[config.mk]
export PLATFORM = sky130hd
export DESIGN_NAME = addkey_round
export DESIGN_NICKNAME = d
export VERILOG_FILES = /design/src/rtl/addkey_round.sv
export SDC_FILE = /design/constraint.sdc
export NUM_CORES = 1
export LEC_CHECK = 0
export ABC_CLOCK_PERIOD_IN_PS = 3900
export CORE_AREA = 2 2 206 208
export CTS_CLUSTER_DIAMETER = 150
export DETAILED_ROUTE_END_ITERATION = 12
export DIE_AREA = 0 0 208 210
export SLEW_MARGIN = 10
export SYNTH_ARGS = -nofsm -noshare
export SYNTH_HDL_FRONTEND = slang
export SYNTH_SLANG_ARGS = --single-unit
[constraint.sdc]
create_clock -name clk -period 3.9 [get_ports clk]
set_input_delay 0.585 -clock clk [delete_from_list [all_inputs] [get_ports clk]]
set_output_delay 0.585 -clock clk [all_outputs]
set_load 0.02 [all_outputs]
[src/rtl/addkey_round.sv]
// AddRoundKey stage with round sequencing for an iterative AES datapath.
// Each ok_col pulse XORs the column-mix result with the current round key.
// Intermediate rounds are fed back on plain_key/ok_key. The last round
// (round_num == NR) lands in cipher/done and ends the block.
module addkey_round #(
  parameter int unsigned NR = 10  // cipher rounds: 10, 12 or 14
) (
  input  logic           clk,
  input  logic           rst_n,
  input  logic           start,
  input  logic [128:1]   plain_col,
  input  logic           ok_col,
  input  logic [128:1]   round_key,
  output logic [128:1]   plain_key,
  output logic           ok_key,
  output logic [3:0]     round_num,
  output logic           is_first,
  output logic           is_final,
  output logic [128:1]   cipher,
  output logic           done,
  output logic           busy
);

  localparam logic [3:0] LastRound = 4'(NR);

  typedef enum logic [0:0] {StIdle, StRun} state_e;

  state_e         state_q;
  logic [128:1]   plain_key_q;
  logic [128:1]   cipher_q;
  logic           ok_key_q;
  logic           done_q;
  logic           busy_q;
  logic [3:0]     round_num_q;
  logic [128:1]   sum;

  // Plain bitwise XOR; bit n of the state pairs with bit n of the key.
  assign sum = plain_col ^ round_key;

  // Control FSM and registered datapath; the pulse outputs default low every cycle.
  always_ff @(posedge clk) begin
    if (!rst_n) begin
      state_q     <= StIdle;
      plain_key_q <= '0;
      cipher_q    <= '0;
      ok_key_q    <= 1'b0;
      done_q      <= 1'b0;
      busy_q      <= 1'b0;
      round_num_q <= 4'd0;
    end else begin
      ok_key_q <= 1'b0;
      done_q   <= 1'b0;
      unique case (state_q)
        StIdle: begin
          // ok_col is deliberately ignored here, even alongside start.
          if (start) begin
            state_q     <= StRun;
            busy_q      <= 1'b1;
            round_num_q <= 4'd0;
          end
        end
        StRun: begin
          // start is ignored while a block is in flight.
          if (ok_col) begin
            if (round_num_q == LastRound) begin
              cipher_q    <= sum;
              done_q      <= 1'b1;
              round_num_q <= 4'd0;
              busy_q      <= 1'b0;
              state_q     <= StIdle;
            end else begin
              plain_key_q <= sum;
              ok_key_q    <= 1'b1;
              round_num_q <= round_num_q + 4'd1;
            end
          end
        end
        default: state_q <= StIdle;
      endcase
    end
  end

  assign plain_key = plain_key_q;
  assign cipher    = cipher_q;
  assign ok_key    = ok_key_q;
  assign done      = done_q;
  assign busy      = busy_q;
  assign round_num = round_num_q;

  // Qualifiers for the plain_col arriving this cycle, decoded from the registered round index.
  assign is_first = (round_num_q == 4'd0);
  assign is_final = (round_num_q == LastRound);

endmodule

---- Word level (Yosys, flattened, before mapping) ----
Index checks and enable logic that the tools add are counted.
storage, ports and cells
  register bits ........................... 264
  latch bits .............................. 0
  RAM bits ................................ 0
  memory bits (read-only) ................. 0
  input port bits ......................... 260
  output and inout bits ................... 265
  memories kept ........................... 0
cells by class
  $add $sub $neg .......................... 1
  multiply operators ...................... 0
  div/mod/pow operators ................... 0
  magnitude comparators ................... 0
  equal/unequal tests ..................... 4
  shifts and indexed selects .............. 0
  mux-type cells .......................... 13
  bitwise logic cells ..................... 3
  reductions and logical operators ........ 6
operators by type and width
  kind                 number
  $xor 128x128->128    1
  $mux 4               3
  $reduce_and 3->1     4
  $pmux 4 s2           1
  $mux 1               7
  $ne 2x2->1 const B   3
  $add 4x1->4 const B  1
  $eq 4x4->1 const B   1
  $logic_not 4->1      1
  $pmux 1 s2           2
  $not 1->1            2
  $reduce_and 2->1     1

---- Depth between registers and ports, before layout ----
  word-level depth ........................ 4
  gate-level depth with buffers ........... 8
  depth with buffers taken out ............ 6

---- Worst setup path before layout ----
Ideal clock, no wire load.
  path type ............................... reg-to-output
  start point ............................. reg round_num_q[0], in the netlist round_num[0]
  end point ............................... out is_first
  arrival time ............................ 1155 ps
  data required time ...................... 3315 ps
  slack ................................... 2160 ps
  stages on the path, launching flop included .. 4
  cells stage by stage .................... dfxtp_1 -> inv_1 -> ha_1 -> nor3b_1
between the ends
  longest elaborated chain between the ends .. 1
ends and longest elaborated chain
  element                   line  RTL
  start: declaration        34    logic [3:0] round_num_q;
  start signal: assignment  74    round_num_q <= round_num_q + 4'd1;
  $logic_not 4->1           91    assign is_first = (round_num_q == 4'd0);
  end: declaration          17    output logic is_first,
Every way passes these cells.

---- Worst setup path after layout ----
  start point ............................. reg round_num_q[0], in the netlist round_num[0]
  end point ............................... out is_final
between the ends
  longest elaborated chain between the ends .. 1
ends and longest elaborated chain
  element           line  RTL
  $eq 4x4->1        92    assign is_final = (round_num_q == LastRound);
  end: declaration  18    output logic is_final,
Every way passes these cells.

==> results.toml <==
[worst_setup_path]
worst-path-max-fanout = 5
crit_type = "flip-flop to output port"
start_kind = "flip-flop"
cp-end-kind = "output port"
cp.required_ps = 3310
critical_path_arrival_ps = 2140

[finish]
nNetsFinal = 1639
layout-drive-gt1-share = 0.08321
fill_cells = 4039
antenna_cells = 0
final_common_cell = "clkdlybuf4s50_1"
area_delta_synth_final_pct = 59.53
layout_common_cells = "clkdlybuf4s50_1, dfxtp_1, nand3_1"

[power_and_ir_drop]
p_leak_uw = 0.007091
power_density_nw_per_um2 = 376.1
vdd_drop_max_uv = 277.1

[die]
core_area_um2 = 41480
pin_count = 525
die_w_um = 208
num_rows = 75
start_util = 0.2563
fp.dieH_um = 210
dieArea_um2 = 43680

[synthesis]
synth.net_count = 1161
netlist_area_um2 = 10630
syn-instance-count = 898
ys_ff_latch = 264
synth_seq_area_share = 0.4972
synthDistinctLibCells = 32
synth_warnings = 0
avgSynthCellArea_um2 = 11.84

[timing]
slew_headroom = 0.2760
clock_skew_ps = 28.20
finalCritPeriodShare = 0.6980
rsz0062_at_grt = "no"
worst_pin_slew_ps = 1086
setup_viol = 0
max_freq_ghz = 0.3674
setup_slack_ps = 1178
maxSlewViolCount = 0
setup_tns_ps = 0
final.min_clock_period_ps = 2722
timing.final.hold_violations = 0

[routing]
drtIter0Drc = 283
routedWlPerCell_um = 19.08
postRouteAntennaNets = 0
drc = 0
wl_mm = 36.88
vias = 9178
vias_per_cell = 4.748
first_pass_iters = 4

[run_status]
outcome = "complete, no violations"

[clock_tree]
cts.path.max_buffers = 3
numCtsBuffers = 29
cts_root_buf = "clkbuf_16"
cts_resized = 0
post-cts-setup-buffer-count = 0
clk_transition_reported_paths_ps = 60
cts_sinks = 264
insertion_delay_ps = 560
cts_hold_buf = 0
htreeDepth = 1
tritoncts = "yes"

[global_route]
antenna_found_initial = 0
grt_pass1_vias = 9391
grt_pass1_wl_mm = 55.96
gr-usage-all-layers = 0.1597
overflow = 0
grt_max_degree = 130

[hold_path]
hp-class = "flip-flop to flip-flop"

[placed_design]
place_ws_ps = 1233
port_buffers = 524
finalWeightedCongestion = 0.7606
hpwl_mm = 25.81

[run]
maxCapViolCount = 0
path summary, 6_finish.rpt:
path | depth (start not counted) | slack (ps) | to | startpoint
max | 5 | 1180 | is_final | round_num[0]
min reg2reg | 1 | 460 | cipher[82] | cipher[82]
min | 1 | 460 | cipher[82] | cipher[82]
max reg2reg | 7 | 1540 | cipher[61] | round_num[0]
worst max-delay path: stages, from the launching register on:
cell             delay (ps)
dfxtp_1                 370
inv_1                   100
ha_1                    200
nand3b_4                100
inv_2                   160
clkdlybuf4s50_1         650
through the flow:
stage	instances	utilization	area [um^2]	hold WS [ps]	total power (uW)
after floorplan	898	-	10630	543.3	3365
after global placement	1884	0.3882	16100	443.2	3929
after detailed placement	1884	0.3882	16100	446.4	3933
after CTS	1933	0.4089	16960	452.3	6478
after global routing	1933	0.4089	16960	474.0	6633
final	1933	0.4089	16960	460.9	6378
cell usage after synthesis, drive strengths merged:
master | number | area, um^2
ha | 3 | 37.54
nor2b | 2 | 12.51
a32oi | 1 | 8.760
clkbuf | 29 | 108.9
a211oi | 1 | 7.510
and2 | 1 | 8.760
a21oi | 1 | 5.000
o211a | 128 | 1281
nor3 | 1 | 5.000
xnor2 | 128 | 1121
nor3b | 1 | 7.510
nand3 | 130 | 655.6
nand2 | 2 | 7.510
and3 | 1 | 6.260
dfxtp | 264 | 5285
o2bb2ai | 128 | 1496
a21boi | 1 | 18.77
buf | 58 | 451.7
or3 | 1 | 6.260
a31oi | 1 | 6.260
nand3b | 1 | 20.02
inv | 4 | 15.01
o21ai | 3 | 15.01
mux2i | 2 | 20.02
nor2 | 6 | 22.52
where the power goes:
part	internal (uW)	total [uW]	switching, uW	leakage (uW)
registers	2790	2840	49.1	0.00215
clock network	1450	2510	1060	0.000425
logic	546	1030	485	0.00452
layer usage:
layer  wire length, um  part of all wire  vias up  global-route usage
met5                 0                 0        -                   0
li1                  -                 -     4293                   -
met1             15090              0.41     4432              0.1931
met4              1195             0.032        0             0.05062
met2             17260              0.47      392              0.2642
met3              3338             0.091       61             0.05840
registers in the layout, summed over array words and instances, names as in the netlist:
| register | flops |
|---|---|
| done | 1 |
| state_q | 1 |
| plain_key | 128 |
| ok_key | 1 |
| busy | 1 |
| round_num | 4 |
| cipher | 128 |
cell type report:
class	count	area, um^2	area share
sequential	264	5285	0.3116
timing repair buffer	534	5343	0.3150
clock inverter	5	25.02	0.001476
inverter	4	15.01	0.0008853
clock buffer	44	832.0	0.04906
multi-input combinational	543	4785	0.2821
tap	539	674.4	0.03977
cell families after synthesis:
group	Yosys count	share of synthesized area
and+or+nand+nor	146	0.07074
AOI/OAI and AO/OA	264	0.2671
buffers and inverters	91	0.05414
adders and majority gates	3	0.003531
DFF	264	0.4972
muxes	2	0.001883
xor gates and xnor gates	128	0.1055
Power figures use the tool's default switching activity.
==> edit, RTL diff (config.mk and constraints unchanged) <==
Register the output `cipher` once more, with the module's reset; this adds one clock of latency there. The other outputs are not delayed to match.
--- a/src/rtl/addkey_round.sv
+++ b/src/rtl/addkey_round.sv
@@ -82,5 +82,11 @@
 
   assign plain_key = plain_key_q;
-  assign cipher    = cipher_q;
+  always_ff @(posedge clk) begin
+    if (!rst_n) begin
+      cipher <= '0;
+    end else begin
+      cipher <= cipher_q;
+    end
+  end
   assign ok_key    = ok_key_q;
   assign done      = done_q;
Function: same outputs for any inputs over 4 cycles, from zero or initial values and one cycle with rst_n low; that may be too few to reach the edited logic, so the function may still have changed.
==> edit against the original RTL <==
Highest routed layer unchanged; critical path type unchanged; worst setup slack lost 420 ps; area after synthesis grew 34%; power grew 41%; largest power group unchanged; sequential cell count grew 128; final area grew 23%; register-to-register slack lost 170 ps; critical endpoint unchanged; clock power grew 49%; wire length grew 20%.
==> edit: results (changes against the original RTL) <==
[global_routing]
grt_usage=0.195  ; +0.0348
grt_use_met3=0.0471  ; -0.0113
grt_use_met2=0.332  ; +0.0678
grt_pass1_wl_mm=68.0  ; +21%
grt_use_met1=0.238  ; +0.0452
grt_max_degree=214  ; +65%

[detailed_routing]
dr_wl_met2_mm=21.9  ; +27%
via_count=12015  ; +31%
detail_route.wirelength_mm=44.3  ; +20%
drt_first_pass_iters=5  ; +1
wirelength_met1_mm=18.5  ; +22%
drt-wirelength-per-cell_um=18.4  ; -3.6%
initialDrtViolationCount=611  ; +120%

[outcome]
status=finished, final reports clean

[sta]
whs_ps=440  ; -20.7 ps
fin_ws_ps=755  ; -422 ps
skew_ps=19.4  ; -8.77 ps
tightestPinTransition_ps=1150  ; +61.8 ps
hold_violations=0  ; unchanged

[placement]
dpl_worst_slack_ps=982  ; -251 ps
dpl.hpwl_mm=29.4  ; +14%
place.gp.congestion=0.760  ; about the same
place_area_mm2=0.0196  ; +21%

[logic_synthesis]
yosys_warnings=0  ; unchanged
synth_fa_ha_area_frac=0.00264  ; -0.000890
synth_cells=1406  ; +57%
ys_top_cells_by_area=dfxtp_1 (55%), o41ai_1 (5.9%), xnor2_1 (5.9%), and2_1 (5.7%), a211oi_1 (5.0%)
ys_seq_area_frac=0.552  ; +0.0549
synth_compound_gate_area_share=0.203  ; -0.0642
synthTopCellsByCount=dfxtp_1 (392), a21oi_1 (133), o21ai_0 (131)
synth_fp_nets=1669  ; +44%
synth_cell_type_count=29  ; -9.4%
synthMuxAreaShare=0.000704  ; -0.00118
synth_xor_area_frac=0.0789  ; -0.0266

[clock_tree]
cts_htree_levels=2  ; +1
cts_setup_buffers=0  ; unchanged
cts_buffers=42  ; +45%
clkSinkCount=392  ; +48%

[finish]
final-clk-cell-share=0.0626  ; +0.0120
nets=2105  ; +28%
nClkBuffers=64  ; +45%
nMultiInputCombCells=862  ; +59%
n_all_buffers=537  ; +0.56%
multi_input_area_share=0.270  ; -0.0125
register_area_mm2=0.00785  ; +48%
buffer_area_frac=0.258  ; -0.0573
drive_gt1_frac=0.0438  ; -0.0394
final_core_util=0.503  ; +0.0941
nNonClkInverters=7  ; +3
fillers=3831  ; -5.1%

[setup_path]
critical_path.max_fanout=38  ; +33
reg2reg_slack_ps=1370  ; -170 ps
reg2reg_to=plain_key[123]
setup.worst_path.start=round_num[1]

[power]
vdd_drop_max_v=0.000226  ; -18%
power.leakage_nw=7.47  ; +5.4%
sw_frac_of_total=0.240  ; -0.0103

-- edit: power groups by stage --
stage                     combinational [mW]  clock, mW  sequential, mW
after floorplan                        0.376          0            4.34
after global placement                  1.09          0            4.23
after detailed placement                1.10          0            4.23
after CTS                               1.10       3.86            4.14
after global routing                    1.16       4.02            4.15
final                                   1.09       3.74            4.15
-- edit: cell families after synthesis --
group / Yosys count
and+or+nand+nor: 274
DFF: 392
muxes: 1
adders and majority gates: 3
AOI/OAI and AO/OA: 456
buffers and inverters: 152
xor gates and xnor gates: 128
-- edit: worst max-delay path: cells and delay by family (launching register included) --
family	cells	cell delay, ps
buf+inv	2	970
flops	1	430
simple gates	1	360
fa+ha+maj	1	230
-- edit: how the worst min path moves through the flow --
stage	from	endpoint
final	cipher_q[28]	cipher[28]
after global routing	cipher_q[42]	cipher[42]
after CTS	cipher_q[28]	cipher[28]
after detailed placement	cipher_q[28]	cipher[28]
after global placement	cipher_q[65]	cipher[65]
after floorplan	cipher_q[100]	cipher[100]
